**src/rtl/dcache_fill_unit_pkg.sv**
```systemverilog
`default_nettype none
// ============================================================================
// Module   : dcache_fill_unit_pkg
// Brief    : Configuration types and helpers shared by the dcache fill path.
// Revision : 1.0 - initial release
// ============================================================================
package dcache_fill_unit_pkg;

    // Data-cache portion of the CPU configuration.
    typedef struct packed {
        int unsigned WAYS;
    } dcache_config_t;

    // CPU configuration; only the data-cache fields are consumed here.
    typedef struct packed {
        dcache_config_t DCACHE;
    } cpu_config_t;

    localparam cpu_config_t EXAMPLE_CONFIG = '{DCACHE: '{WAYS: 2}};

    // Cache geometry derived from the CPU configuration.
    typedef struct packed {
        int unsigned LINE_ADDR_W;
        int unsigned SUB_LINE_ADDR_W;
        int unsigned TAG_W;
    } derived_cache_config_t;

    localparam int unsigned DATA_W = 32;

    // Clear the byte+word offset of an address so it points at the start of its line.
    function automatic logic [31:0] line_base(input logic [31:0] addr, input int unsigned offset_w);
        logic [31:0] mask;
        mask = (32'd1 << offset_w) - 32'd1;
        return addr & ~mask;
    endfunction

endpackage : dcache_fill_unit_pkg
`default_nettype wire

```
**src/rtl/dcache_fill_unit_way_cycler.sv**
```systemverilog
`default_nettype none
// ============================================================================
// Module   : way_cycler
// Brief    : One-hot round-robin victim pointer; rotates left on advance_i.
// Revision : 1.0 - initial release
// ============================================================================
module way_cycler #(
    parameter int WAYS = 2
) (
    input  logic            clk,
    input  logic            rst,
    input  logic            advance_i,
    output logic [WAYS-1:0] way_o
);

    logic [WAYS-1:0] way_q;
    logic [WAYS-1:0] way_d;

    generate
        if (WAYS == 1) begin : g_single
            // A direct-mapped cache always evicts its only way.
            assign way_d = way_q | {1'b0, advance_i} | 1'b1;
        end else begin : g_multi
            // Rotate left by one, the top way wrapping back to way 0.
            assign way_d = advance_i ? {way_q[WAYS-2:0], way_q[WAYS-1]} : way_q;
        end
    endgenerate

    // Pointer register, restarting at way 0 on reset.
    always_ff @(posedge clk) begin
        if (rst) begin
            way_q <= WAYS'(1);
        end else begin
            way_q <= way_d;
        end
    end

    assign way_o = way_q;

endmodule : way_cycler
`default_nettype wire

```
**src/rtl/dcache_fill_unit.sv**
```systemverilog
`default_nettype none
// ============================================================================
// Module   : dcache_fill_unit
// Brief    : Data-cache line-fill controller. Fetches a missed line, streams
//            it into the data banks, forwards the requested word and installs
//            the new tag on the round-robin victim way.
// Revision : 1.0 - initial release
// ============================================================================
module dcache_fill_unit
    import dcache_fill_unit_pkg::*;
#(
    parameter cpu_config_t           CONFIG  = EXAMPLE_CONFIG,
    parameter derived_cache_config_t SCONFIG = '{LINE_ADDR_W: 9, SUB_LINE_ADDR_W: 2, TAG_W: 15}
) (
    input  logic                                                    clk,
    input  logic                                                    rst,
    // Load pipe
    input  logic                                                    load_miss,
    input  logic [31:0]                                             load_addr_r,
    output logic                                                    busy,
    // Memory read channel
    output logic                                                    mem_rd_req,
    output logic [31:0]                                             mem_rd_addr,
    input  logic                                                    mem_rd_ack,
    input  logic                                                    mem_rd_data_valid,
    input  logic [31:0]                                             mem_rd_data,
    // Data banks
    output logic                                                    data_we,
    output logic [CONFIG.DCACHE.WAYS-1:0]                           data_way,
    output logic [SCONFIG.LINE_ADDR_W+SCONFIG.SUB_LINE_ADDR_W-1:0]  data_addr,
    output logic [31:0]                                             data_wdata,
    // Forwarded load word
    output logic                                                    load_data_valid,
    output logic [31:0]                                             load_data,
    // Tag-bank install (port A)
    output logic                                                    miss_req,
    output logic [31:0]                                             miss_addr,
    output logic [CONFIG.DCACHE.WAYS-1:0]                           miss_way
);

    localparam int WAYS     = int'(CONFIG.DCACHE.WAYS);
    localparam int LINE_W   = int'(SCONFIG.LINE_ADDR_W);
    localparam int SUB_W    = int'(SCONFIG.SUB_LINE_ADDR_W);
    localparam int OFFSET_W = SUB_W + 2;

    typedef logic [1:0] fill_state_t;

    localparam logic [1:0] ST_IDLE = 2'd0;
    localparam logic [1:0] ST_REQ  = 2'd1;
    localparam logic [1:0] ST_FILL = 2'd2;
    localparam logic [1:0] ST_TAG  = 2'd3;

    fill_state_t        state_q,     state_d;
    logic [31:0]        miss_addr_q, miss_addr_d;
    logic [WAYS-1:0]    miss_way_q,  miss_way_d;
    logic [SUB_W-1:0]   word_cnt_q,  word_cnt_d;

    logic [WAYS-1:0]    w_victim;
    logic               w_word_valid;
    logic               w_last_word;
    logic               w_req_word;

    way_cycler #(
        .WAYS (WAYS)
    ) u_way_cycler (
        .clk       (clk),
        .rst       (rst),
        .advance_i (state_q == ST_TAG),
        .way_o     (w_victim)
    );

    assign w_word_valid = (state_q == ST_FILL) && mem_rd_data_valid;
    assign w_last_word  = w_word_valid && (word_cnt_q == '1);
    assign w_req_word   = (word_cnt_q == miss_addr_q[OFFSET_W-1:2]);

    // Next-state logic: capture the miss, wait for ack, count words, install tag.
    always_comb begin
        state_d     = state_q;
        miss_addr_d = miss_addr_q;
        miss_way_d  = miss_way_q;
        word_cnt_d  = word_cnt_q;
        case (state_q)
            ST_IDLE: begin
                if (load_miss) begin
                    miss_addr_d = load_addr_r;
                    miss_way_d  = w_victim;
                    word_cnt_d  = '0;
                    state_d     = ST_REQ;
                end
            end
            ST_REQ: begin
                if (mem_rd_ack) begin
                    state_d = ST_FILL;
                end
            end
            ST_FILL: begin
                if (w_word_valid) begin
                    word_cnt_d = word_cnt_q + SUB_W'(1);
                end
                // The fill ends on the last word, never on counter overflow.
                if (w_last_word) begin
                    state_d = ST_TAG;
                end
            end
            ST_TAG: begin
                state_d = ST_IDLE;
            end
            default: begin
                state_d = ST_IDLE;
            end
        endcase
    end

    // State and miss-context registers.
    always_ff @(posedge clk) begin
        if (rst) begin
            state_q     <= ST_IDLE;
            miss_addr_q <= '0;
            miss_way_q  <= '0;
            word_cnt_q  <= '0;
        end else begin
            state_q     <= state_d;
            miss_addr_q <= miss_addr_d;
            miss_way_q  <= miss_way_d;
            word_cnt_q  <= word_cnt_d;
        end
    end

    assign busy            = (state_q != ST_IDLE);
    assign mem_rd_req      = (state_q == ST_REQ);
    assign mem_rd_addr     = line_base(miss_addr_q, OFFSET_W);

    // Returned words go straight to the banks with no added latency.
    assign data_we         = w_word_valid;
    assign data_way        = miss_way_q;
    assign data_addr       = {miss_addr_q[OFFSET_W +: LINE_W], word_cnt_q};
    assign data_wdata      = mem_rd_data;

    assign load_data_valid = w_word_valid && w_req_word;
    assign load_data       = mem_rd_data;

    assign miss_req        = (state_q == ST_TAG);
    assign miss_addr       = miss_addr_q;
    assign miss_way        = miss_way_q;

endmodule : dcache_fill_unit
`default_nettype wire

```
**config.mk**
```make
export PLATFORM = sky130hd
export DESIGN_NAME = dcache_fill_unit
export DESIGN_NICKNAME = d
export VERILOG_FILES = /design/src/rtl/dcache_fill_unit_pkg.sv /design/src/rtl/dcache_fill_unit_way_cycler.sv /design/src/rtl/dcache_fill_unit.sv
export SDC_FILE = /design/constraint.sdc
export NUM_CORES = 1
export LEC_CHECK = 0
export ABC_AREA = 1
export BUFFER_PORTS_ARGS = -buffer_cell sky130_fd_sc_hd__buf_2
export CAP_MARGIN = 20
export CORE_AREA = 2 2 85 87
export CTS_CLUSTER_DIAMETER = 80
export CTS_CLUSTER_SIZE = 30
export DETAILED_ROUTE_END_ITERATION = 12
export DIE_AREA = 0 0 87 89
export GPL_ROUTABILITY_DRIVEN = 0
export PLACE_DENSITY = 0.87
export SLEW_MARGIN = 10
export SYNTH_ARGS = -nofsm -noshare
export SYNTH_HDL_FRONTEND = slang
export SYNTH_SLANG_ARGS = --single-unit
```
**constraint.sdc**
```tcl
create_clock -name clk -period 1.32 [get_ports clk]
set_input_delay 0.132 -clock clk [delete_from_list [all_inputs] [get_ports clk]]
set_output_delay 0.132 -clock clk [all_outputs]
set_load 0.1 [all_outputs]
```
==> summary.md, run 1 <==
| Metric | Value |
|---|---|
| Run status | finished with violations |
| Violated checks | negative setup slack |
| Clk root buf | clkbuf_8 |
| Clock insertion delay at the later pin of the skew report | approximately 280 ps |
| Synth Area in Compound Gates | around 8.4% |
| RSZ-0062 raised after global routing | yes |
| Worst path arrival time | ~1300 ps |
| Vias in the first global route | around 1.6k |
| DRC | 0 |
| Syn Std Cell Area | 2370 µm² |
| IO Count | about 220 |
| Area after DPL | about 2400 µm² |
| #FFs+latches synth | 40 |
| Final min period | 1420 ps |
| Slew Viols, Final | 0 |
| Min-delay worst type | in -> reg |
| # nets final | just over 400 |
| Yosys warnings | 0 |
| Starting Density | a little over a third |
| First-pass DRT Iterations | 4 |
| Largest net degree at the start of global routing | 41 |
| Count of final setup violators | 12 |
| Worst Path Max Fanout | 3 |
| Syn avg cell area | 7.60 µm² |
| Dpl hpwl | ~4100 µm |
| H-tree Lvls | 2 |
| Critical Path Max Stage Delay | 360 ps |
| Xor/xnor share of the synthesized area | less than 1% |
| Worst setup SP type | register |
| Final period util | 108% |
| Final Cell Area | about 2600 µm² |
| WP data required | between 1000 and 1500 ps |
| Synth unique cells | 20 |
| Routed Antenna Nets | 0 |
| First-pass GRT wire length | ~7600 µm |
| WL/cell | between 10 and 15 µm |
| Die height | just under 90 µm |
| Drt total wl | roughly 5500 µm |
| Crit end category | output port |
| CTS sink cnt | 40 |
| IO Port Bufs | approximately 120 |
| Fill cells | a little under 700 |
| Grt ovf | 0 |
| Core area | between 6000 and 7000 µm² |
| Multiplexer share of the synthesized area | 0% |
| CTS Buf Count | 5 |
| Layout cells sized above 1 | 56.2% |
| Area delta synth->final | 10.6% |
| Setup TNS | -315 ps |
| Die area | 7740 µm² |
| Worst path slowest cell | dfxtp_4 |
| Post-synthesis sequential area ratio | about a third |
| Initial DRC count | 42 |
| Setup CP Type | reg -> out |
| Vias | between 1.5k and 2k |
| Gr usage total | approximately an eighth |
| Bufs on Longest Clock Path | 2 |
| Largest family of logic cells by synthesized area | buffers and inverters |
| # Max-Cap Violations | 0 |
| Num rows | 30 |
| Area fraction in and, or, nand and nor cells after synthesis | between 10% and 20% |
| Worst hold slack | 80.6 ps |
| CTS tree | done |
| CTS clock-pin slew for the worst setup and hold paths | approximately 80 ps |
| Fin worst setup slack | -101 ps |
| Syn Inst Count | 312 |
| Crit-path cells | inv_4 > buf_4 > ha_4 > clkinvlp_4 > buf_12 |
| Post-Synth Adder-Cell Area | under 10% |
| Vias per cell | approximately 4.3 |
| Die X | about 87 µm |
| Initial antenna violation count | 0 |
| Fin Clk Skew | ~4.2 ps |
| # diodes | 0 |
| Maximum clock rate | 704 MHz |
| Hold_buf cts | 0 |
| Hold Vio Cnt, Final | 0 |
==> synthesized netlist by cell type, drive strengths merged <==
cell,instances,area [µm²]
nand3,4,20.0
nand2,16,62.6
dfxtp,40,801
inv,12,47.6
ha,5,62.6
o21ai,36,184
nand4,1,6.26
nor2,74,278
conb,1,3.75
clkbuf,6,26.3
a21oi,3,15.0
nor3,1,5.00
buf,111,841
xor2,2,17.5
==> repair_timing <==
item,in CTS,in global routing
gates cloned,0,1
pin swaps,3,1
resized for setup,5,27
setup endpoints to repair,3,40
setup buffers,5,1
==> worst max-delay path: cells and delay by family, from the launching register on <==
kind	cells	cell delay, ps
buffers and inverters	4	480
flip-flops	1	360
adder cells (fa/ha/maj)	1	160
==> path summary, 6_finish.rpt <==
| path | end | slack (ps) | cells past startpoint | from |
|---|---|---|---|---|
| setup / recovery | busy | -100 | 5 | state_q[0] |
| hold / removal | miss_addr[25] | 80 | 3 | load_addr_r[25] |
| setup reg to reg | miss_addr[23] | -20 | 7 | state_q[0] |
| hold reg to reg | miss_addr[16] | 490 | 2 | miss_addr[16] |
==> registers in the layout, summed over array words and instances (netlist names) <==
signal              cells
data_way                2
state_q                 2
word_cnt_q              2
miss_addr              32
u_way_cycler.way_o      2
==> final cells by class <==
class / instances / area (µm²) / area share [%]
tap: 80 / 100 / 3.82
inverter: 12 / 62.6 / 2.39
clock inverter: 1 / 6.26 / 0.239
sequential: 40 / 858 / 32.8
clock buffer: 7 / 86.3 / 3.30
multi-input combinational: 146 / 753 / 28.7
timing repair buffer: 125 / 753 / 28.7
==> cell usage in the layout, fill, tap and decap left out, types with 2 or more instances in the layout <==
cell / count
ha_2: 2
nand2_4: 3
a21oi_1: 3
nor2_1: 74
inv_1: 7
dfxtp_4: 5
inv_4: 2
o21ai_1: 20
o21ai_2: 2
clkbuf_8: 6
buf_4: 7
nand3_1: 3
dfxtp_2: 31
conb_1: 4
clkinvlp_4: 2
buf_2: 111
ha_4: 2
dfxtp_1: 4
buf_12: 6
o21ai_0: 14
nand2_1: 12
==> per-stage QoR <==
stage          setup slack (ps)  utilization (%)  instances
6_report                   -101             39.0        411
5_1_grt                    -150             39.0        411
4_1_cts                    -112             38.1        409
3_5_place_dp               23.6             35.9        396
3_3_place_gp               95.7             35.9        396
2_1_floorplan              -304                -        315
==> routing by layer <==
metal  share of wire, %  wire length, µm  global-route usage [%]
met2                 53             2900                    24.6
met1                 34             1860                    11.2
met3                9.9              547                    4.43
met5                  0                0                       0
met4                3.9              218                    8.24
==> logic make-up after synthesis <==
| family | after synthesis |
|---|---|
| flip-flops | 40 |
| AO/OA/AOI/OAI | 39 |
| buffers and inverters | 129 |
| other | 1 |
| AND/OR/NAND/NOR | 96 |
| XOR/XNOR | 2 |
| adder cells (fa/ha/maj) | 5 |
Power of run 1 is left out: the tool's default activity adds up to more than one toggle a clock period on the data nets, which glitch-free logic cannot reach.
==> inputs of run 2 (changes only) <==
--- a/config.mk
+++ b/config.mk
@@ -5,16 +5,17 @@
 export SDC_FILE = /design/constraint.sdc
 export NUM_CORES = 1
 export LEC_CHECK = 0
-export ABC_AREA = 1
 export BUFFER_PORTS_ARGS = -buffer_cell sky130_fd_sc_hd__buf_2
 export CAP_MARGIN = 20
-export CORE_AREA = 2 2 85 87
+export CELL_PAD_IN_SITES_DETAIL_PLACEMENT = 0
+export CELL_PAD_IN_SITES_GLOBAL_PLACEMENT = 1
+export CORE_MARGIN = 2
+export CORE_UTILIZATION = 24
 export CTS_CLUSTER_DIAMETER = 80
 export CTS_CLUSTER_SIZE = 30
 export DETAILED_ROUTE_END_ITERATION = 12
-export DIE_AREA = 0 0 87 89
 export GPL_ROUTABILITY_DRIVEN = 0
-export PLACE_DENSITY = 0.87
+export PLACE_DENSITY = 0.91
 export SLEW_MARGIN = 10
 export SYNTH_ARGS = -nofsm -noshare
 export SYNTH_HDL_FRONTEND = slang
==> run 2 against run 1 <==
Critical path type unchanged. Sequential cell count unchanged. The run still ends with negative setup slack left. Global-route usage decreased by 3.5 points. Utilization decreased by 6.0 points. Sequential share of layout area decreased by 6.2 points. Highest routed layer unchanged. Worst setup slack got worse by 27 ps. Die area increased by 39%.
==> summary.md, run 2 <==
| Metric | Value |
|---|---|
| Combinational share of power | 71.3% |
| Vias | 1,866 (+5.0%) |
| Final period util | 110% (+2.0 points) |
| Max reg flops | 32 (unchanged) |
| # nets final | 400 (-0.99%) |
| #FFs+latches synth | 40 (unchanged) |
| Hold Vio Cnt, Final | 0 (unchanged) |
| WL/cell | 13.4 µm (-0.14%) |
| Leak | ~1.6 nW |
| Switching share of total power | between 60% and 70% |
| Worst reg2reg path endpoint | state_q[1] |
| Crit-path leading delay family | buffers and inverters |
| Worst setup SP type | register |
| Die height | 104 µm (+17%) |
| Drt total wl | 6180 µm (+12%) |
| DRC | 0 (unchanged) |
| Die X | 104 µm (+19%) |
| Vias in the first global route | 1,594 (-0.31%) |
| Main area contributors after synthesis | buf_4 34%, dfxtp_1 33%, nand2_1 11% |
| Run status | finished with violations |
| Dpl hpwl | 3890 µm (-4.0%) |
| Area after DPL | 2540 µm² (+5.2%) |
| Worst path slowest cell | dfxtp_2 |
| Hold Crit Start | load_addr_r[24] |
| Starting Density | 24.6% (-11 points) |
| RSZ-0062 raised after global routing | yes |
| Gr usage total | 9.32% (-3.5 points) |
| Commonest cells in the netlist | 108 x buf_4, 71 x nand2_1, 40 x dfxtp_1 |
| CTS sink cnt | 40 (unchanged) |
| R2R Setup Slk | -80 ps (-60 ps) |
| Most frequent cells in the layout | 111 x buf_2, 40 x nand2_1, 33 x dfxtp_2 |
| First-pass DRT Iterations | 4 (unchanged) |
| Internal power | roughly 0.0036 W |
| Post-synth EDFFs | 0 (unchanged) |
| Critical Path Max Stage Delay | 340 ps (-20 ps) |
| Syn avg cell area | 7.95 µm² (+4.6%) |
| Core area | 9730 µm² (+45%) |
| Slew Viols, Final | 0 (unchanged) |
| Clock Power Share | 10.1% |
| Max VDD drop | just under 1000 µV |
| WP data required | 1190 ps (about the same) |
| Most common cell in the netlist | buf_4 |
| Grt ovf | 0 (unchanged) |
| CP Buf/Inv Count | 5 (+1) |
| Rel. slew slack | 58.8% |
| Layout cells sized above 1 | 77.4% (+21 points) |
| Hold depth | 3 (unchanged) |
| R2R cell count | 6 (-1) |
| Worst-Margin Slew | between 600 and 700 ps |
| Crit-path cells | inv_2 > buf_6 > ha_4 > buf_6 > clkinvlp_4 > buf_12 |
| Fin Clk Skew | 4.00 ps (-0.235 ps) |
| Die area | 10,800 µm² (+39%) |
| Crit. Startpoint | state_q[0] |
| Area leader, netlist | buf_4 |
| Routed Antenna Nets | 0 (unchanged) |
| Largest net degree at the start of global routing | 28 (-32%) |
| Synth unique cells | 23 (+15%) |
| H-tree Lvls | 2 (unchanged) |
| Worst slack at placement | -68.0 ps (-91.6 ps) |
| # diodes | 0 (unchanged) |
| CTS clock-pin slew for the worst setup and hold paths | 80 ps (about the same) |
| Initial antenna violation count | 0 (unchanged) |
| Syn Std Cell Area | 2390 µm² (+0.95%) |
| R2r startpoint | state_q[0] |
| Setup CP Type | reg -> out |
| Clock insertion delay at the later pin of the skew report | 290 ps (about the same) |
| Worst Hold End | miss_addr[24] |
| Num rows | 36 (+20%) |
| Final Cell Area | 3210 µm² (+22%) |
| CTS tree | done |
| Violated checks | negative setup slack |
| Crit end category | output port |
| Initial DRC count | 71 (+69%) |
| Maximum clock rate | 691 MHz (-1.9%) |
| Synth top area share | 33.9% (about the same) |
| First-pass GRT wire length | 7870 µm (+3.9%) |
| # Max-Cap Violations | 0 (unchanged) |
| Clk root buf | clkbuf_8 |
| Commonest non-fill, non-tap cell in the layout | buf_2 |
| Yosys warnings | 0 (unchanged) |
| Final min period | 1450 ps (+26.9 ps) |
| Syn Inst Count | 301 (-3.5%) |
| Min-delay worst type | in -> reg |
| Power per cell area | 2810 nW/µm² |
| Worst Path Max Fanout | 5 (+2) |
| CP most frequent cell | buf_6 |
| Post-synth top flop | dfxtp_1 |
| Worst path arrival time | 1320 ps (+30 ps) |
| Seq pwr share | 18.6% |
| Vias per cell | 4.06 (-6.2%) |
| CTS Buf Count | 5 (unchanged) |
| Sw power | ~0.0054 W |
| Count of final setup violators | 39 (+27) |
| IO Port Bufs | 116 (unchanged) |
| Fin worst setup slack | -128 ps (-26.9 ps) |
| IO Count | 217 (unchanged) |
| Ys async rst share | 0% (unchanged) |
| Area delta synth->final | 34.1% |
| Bufs on Longest Clock Path | 2 (unchanged) |
| Post-synthesis sequential area ratio | 33.5% (-0.32 points) |
==> run 2: cell families after synthesis <==
kind of cell	after synthesis	share of synthesized area, %
compound gates	42	10.0
xor+xnor	2	0.732
fa+ha+maj	5	2.62
buf+inv	124	37.6
flops	40	33.5
mux	2	0.837
other cells	1	0.157
simple gates	85	14.5
==> run 2: cell type report <==
cell class	count	area, µm²
well taps	133	166
inverters	6	26.3
repair buffers	133	922
multi-input cells	140	1140
flip-flops and latches	40	853
fillers	995	6520
clock buffers	7	97.6
clock inverters	1	5.00
==> run 2: metal layers <==
layer	up-vias	share of wire [%]	global-route usage, %
met1	857	35	8.79
li1	880	-	-
met2	98	51	16.2
met5	-	0	0
met4	0	4.3	6.27
met3	31	9.6	4.15
==> run 2: stage by stage <==
step / total power, W / hold WS, ps / instances / util [%] / setup TNS, ps
2_1_floorplan: 0.00726 / 260 / 304 / - / -221
3_3_place_gp: 0.00703 / 265 / 443 / 26.1 / -4.05
3_5_place_dp: 0.00707 / 265 / 443 / 26.1 / -445
4_1_cts: 0.00818 / 50.6 / 455 / 27.9 / -531
5_1_grt: 0.00934 / 48.7 / 460 / 33.0 / -4530
6_report: 0.00901 / 64.2 / 460 / 33.0 / -1690
==> run 2: worst max-delay path by stage <==
stage	end	slack, ps	cells after the start
2_1_floorplan	load_data_valid	-200	4
3_3_place_gp	state_q[1]	-4	5
3_5_place_dp	state_q[1]	-70	5
4_1_cts	load_data_valid	-140	5
5_1_grt	load_data_valid	-190	5
6_report	busy	-130	6
==> run 2: repair_timing <==
item                                    CTS  global route
hold buffers                              0             0
pin swaps                                 2            60
endpoints found under the setup margin   40            41
cloned                                    0             5
setup buffers                             4             0
resized for setup                        10           100
endpoints found under the hold margin     0             0
==> run 2: worst register-to-register path, cell delays in order (launching register included) <==
cell and delay (ps):
dfxtp_2 340, inv_2 50, buf_6 110, ha_4 170, and2b_2 230, a221oi_4 210
mux2i_1 210
==> run 2: power by group through the flow <==
stage               Sequential [W]  Clock [W]  Combinational (W)
floorplan                  0.00309          0            0.00417
finish                     0.00168   0.000910            0.00642
detailed placement         0.00168          0            0.00539
global route               0.00172   0.000996            0.00663
global placement           0.00166          0            0.00537
CTS                        0.00167   0.000962            0.00555
Note: power is estimated with default switching activity, not from simulation.
==> inputs of run 3 (changes only) <==
--- a/config.mk
+++ b/config.mk
@@ -15,6 +15,7 @@
 export CTS_CLUSTER_SIZE = 30
 export DETAILED_ROUTE_END_ITERATION = 12
 export GPL_ROUTABILITY_DRIVEN = 0
+export GPL_TIMING_DRIVEN = 0
 export PLACE_DENSITY = 0.91
 export SLEW_MARGIN = 10
 export SYNTH_ARGS = -nofsm -noshare
==> run 3 against run 2 <==
The flow still finishes with violations (negative setup slack). Hold slack got worse by 1.6 ps. Count of clock-buffer cells in the layout unchanged. Worst setup slack worse by 43 ps. Routed wire length increased by 13%. Sequential share of layout area fell by 5.1 points. Final area increased by 24%. Total power grew 7.5%.
==> summary.md, run 3 (synthesis gave the netlist of run 2 again) <==
| Metric | Value |
|---|---|
| Starting Density | 24.6% (unchanged) |
| CTS Buf Count | 5 (unchanged) |
| Max reg flops | 32 (unchanged) |
| Initial antenna violation count | 0 (unchanged) |
| DRC | 0 (unchanged) |
| Run status | finished with violations |
| Most frequent cells in the layout | 157 x buf_2, 119 x buf_4, 70 x nand2_1 |
| Power per cell area | 2430 nW/µm² (-13%) |
| Maximum clock rate | 671 MHz (-2.9%) |
| IO Port Bufs | 180 (+55%) |
| Worst Path Max Fanout | 3 (-2) |
| IO Count | 217 (unchanged) |
| Commonest non-fill, non-tap cell in the layout | buf_2 |
| Post-Layout Cell Count | 634 (+38%) |
| Worst-Margin Slew | 529 ps (-88.8 ps) |
| Rel. slew slack | 64.7% (+5.9 points) |
| Met3 wire len | 787 µm (+32%) |
| WP data required | 1190 ps (about the same) |
| Clock insertion delay at the later pin of the skew report | 290 ps (about the same) |
| Met1 WL | 2630 µm (+22%) |
| Dpl hpwl | 5270 µm (+35%) |
| Die height | 104 µm (unchanged) |
| Fin Clk Skew | 2.84 ps (-1.16 ps) |
| Initial DRC count | 71 (unchanged) |
| Crit end category | output port |
| # Max-Cap Violations | 0 (unchanged) |
| Worst path arrival time | 1360 ps (+40 ps) |
| Core area | 9730 µm² (unchanged) |
| Routed met2 length | 3450 µm (+9.3%) |
| Die area | 10,800 µm² (unchanged) |
| Drt total wl | 6960 µm (+13%) |
| Vias per cell | 3.87 (-4.6%) |
| Die X | 104 µm (unchanged) |
| Leak | 2.14 nW (+37%) |
| Gr usage total | 11.3% (+2.0 points) |
| Top layer in use | met4 |
| Final min period | 1490 ps (+43.4 ps) |
| Area after DPL | 3550 µm² (+40%) |
| Area delta synth->final | 66.4% |
| Fill cells | 977 (-1.8%) |
| First-pass GRT wire length | 9920 µm (+26%) |
| Max VDD drop | 980 µV (+0.91%) |
| Vias in the first global route | 2,184 (+37%) |
| Hold Vio Cnt, Final | 0 (unchanged) |
| RSZ-0062 raised after global routing | yes |
| Crit-path cells | inv_4 > ha_4 > and2_4 > and3_4 > buf_12 |
| Overall power | 0.00968 W (+7.5%) |
| Critical Path Max Stage Delay | 360 ps (+20 ps) |
| Count of final setup violators | 26 (-33%) |
| Largest net degree at the start of global routing | 13 (-54%) |
| H-tree Lvls | 2 (unchanged) |
| First-pass DRT Iterations | 4 (unchanged) |
| Worst path slowest cell | dfxtp_4 |
| Layout cells sized above 1 | 72.5% (-4.9 points) |
| # nets final | 574 (+44%) |
| Grt ovf | 0 (unchanged) |
| Cells after DPL | 617 (+39%) |
| Final period util | 113% (+3.3 points) |
| Setup CP Type | reg -> out |
| CTS tree | done |
| Clk root buf | clkbuf_8 |
| Final Cell Area | 3980 µm² (+24%) |
| WL/cell | 11.0 µm (-18%) |
| Num rows | 36 (unchanged) |
| Min-delay worst type | in -> reg |
| Fin worst setup slack | -171 ps (-43.4 ps) |
| Violated checks | negative setup slack |
| # diodes | 0 (unchanged) |
| Routed Antenna Nets | 0 (unchanged) |
| Vias | 2,453 (+31%) |
| CTS clock-pin slew for the worst setup and hold paths | 80 ps (about the same) |
| Slew Viols, Final | 0 (unchanged) |
| Worst setup SP type | register |
| Bufs on Longest Clock Path | 2 (unchanged) |
| Hold_buf cts | 0 (unchanged) |
| CTS sink cnt | 40 (unchanged) |
run 3: worst paths after layout:
check	depth (start not counted)	slack, ps	endpoint	startpoint
setup / recovery	5	-170	load_data_valid	state_q[0]
hold reg to reg	2	460	miss_addr[1]	miss_addr[1]
setup reg to reg	5	-50	state_q[1]	state_q[1]
hold / removal	3	60	miss_addr[28]	load_addr_r[28]
run 3: timing repair:
item | in CTS | in global routing
setup buffers | 2 | 3
gates cloned | 0 | 4
pin swaps | 1 | 1
setup endpoints to repair | 46 | 59
gates resized for setup | 26 | 36
run 3: critical path, delay by kind of cell, from the launching register on:
family | cells | cell delay, ps
fa+ha+maj | 1 | 130
buf+inv | 2 | 240
flops | 1 | 360
simple gates | 2 | 330
run 3: stage by stage:
| stage | TNS [ps] | hold slack, ps | setup slack, ps | utilization, % |
|---|---|---|---|---|
| 6_report | -756 | 62.6 | -171 | 40.9 |
| 5_1_grt | -3070 | 55.6 | -210 | 40.9 |
| 4_1_cts | -4630 | 52.7 | -163 | 38.4 |
| 3_5_place_dp | -8610 | 371 | -301 | 36.5 |
| 3_3_place_gp | -6540 | 365 | -224 | 36.5 |
| 2_1_floorplan | -221 | 260 | -197 | - |
run 3: final cells by class:
cell class	count	area, µm²	share of cell area [%]
Clock inverter	1	6.26	0.157
Tap cell	133	166	4.18
Timing Repair Buffer	189	1150	29.0
Buffer	118	908	22.8
Inverter	6	28.8	0.723
Multi-Input combinational cell	140	774	19.5
Clock buffer	7	86.3	2.17
Sequential cell	40	856	21.5
run 3: power by group:
part / total [W] / internal, W / leakage [nW] / switching (W)
clock network: 0.000866 / 0.000427 / 0.0488 / 0.000439
logic: 0.00710 / 0.00181 / 1.74 / 0.00529
registers: 0.00171 / 0.00150 / 0.344 / 0.000214
total: 0.00968 / 0.00374 / 2.14 / 0.00594
run 3: routing by layer:
metal | vias to the layer above | GRT usage, %
met5 | - | 0
met4 | 0 | 3.57
met3 | 8 | 4.66
met2 | 150 | 20.6
met1 | 1063 | 11.7
li1 | 1232 | -
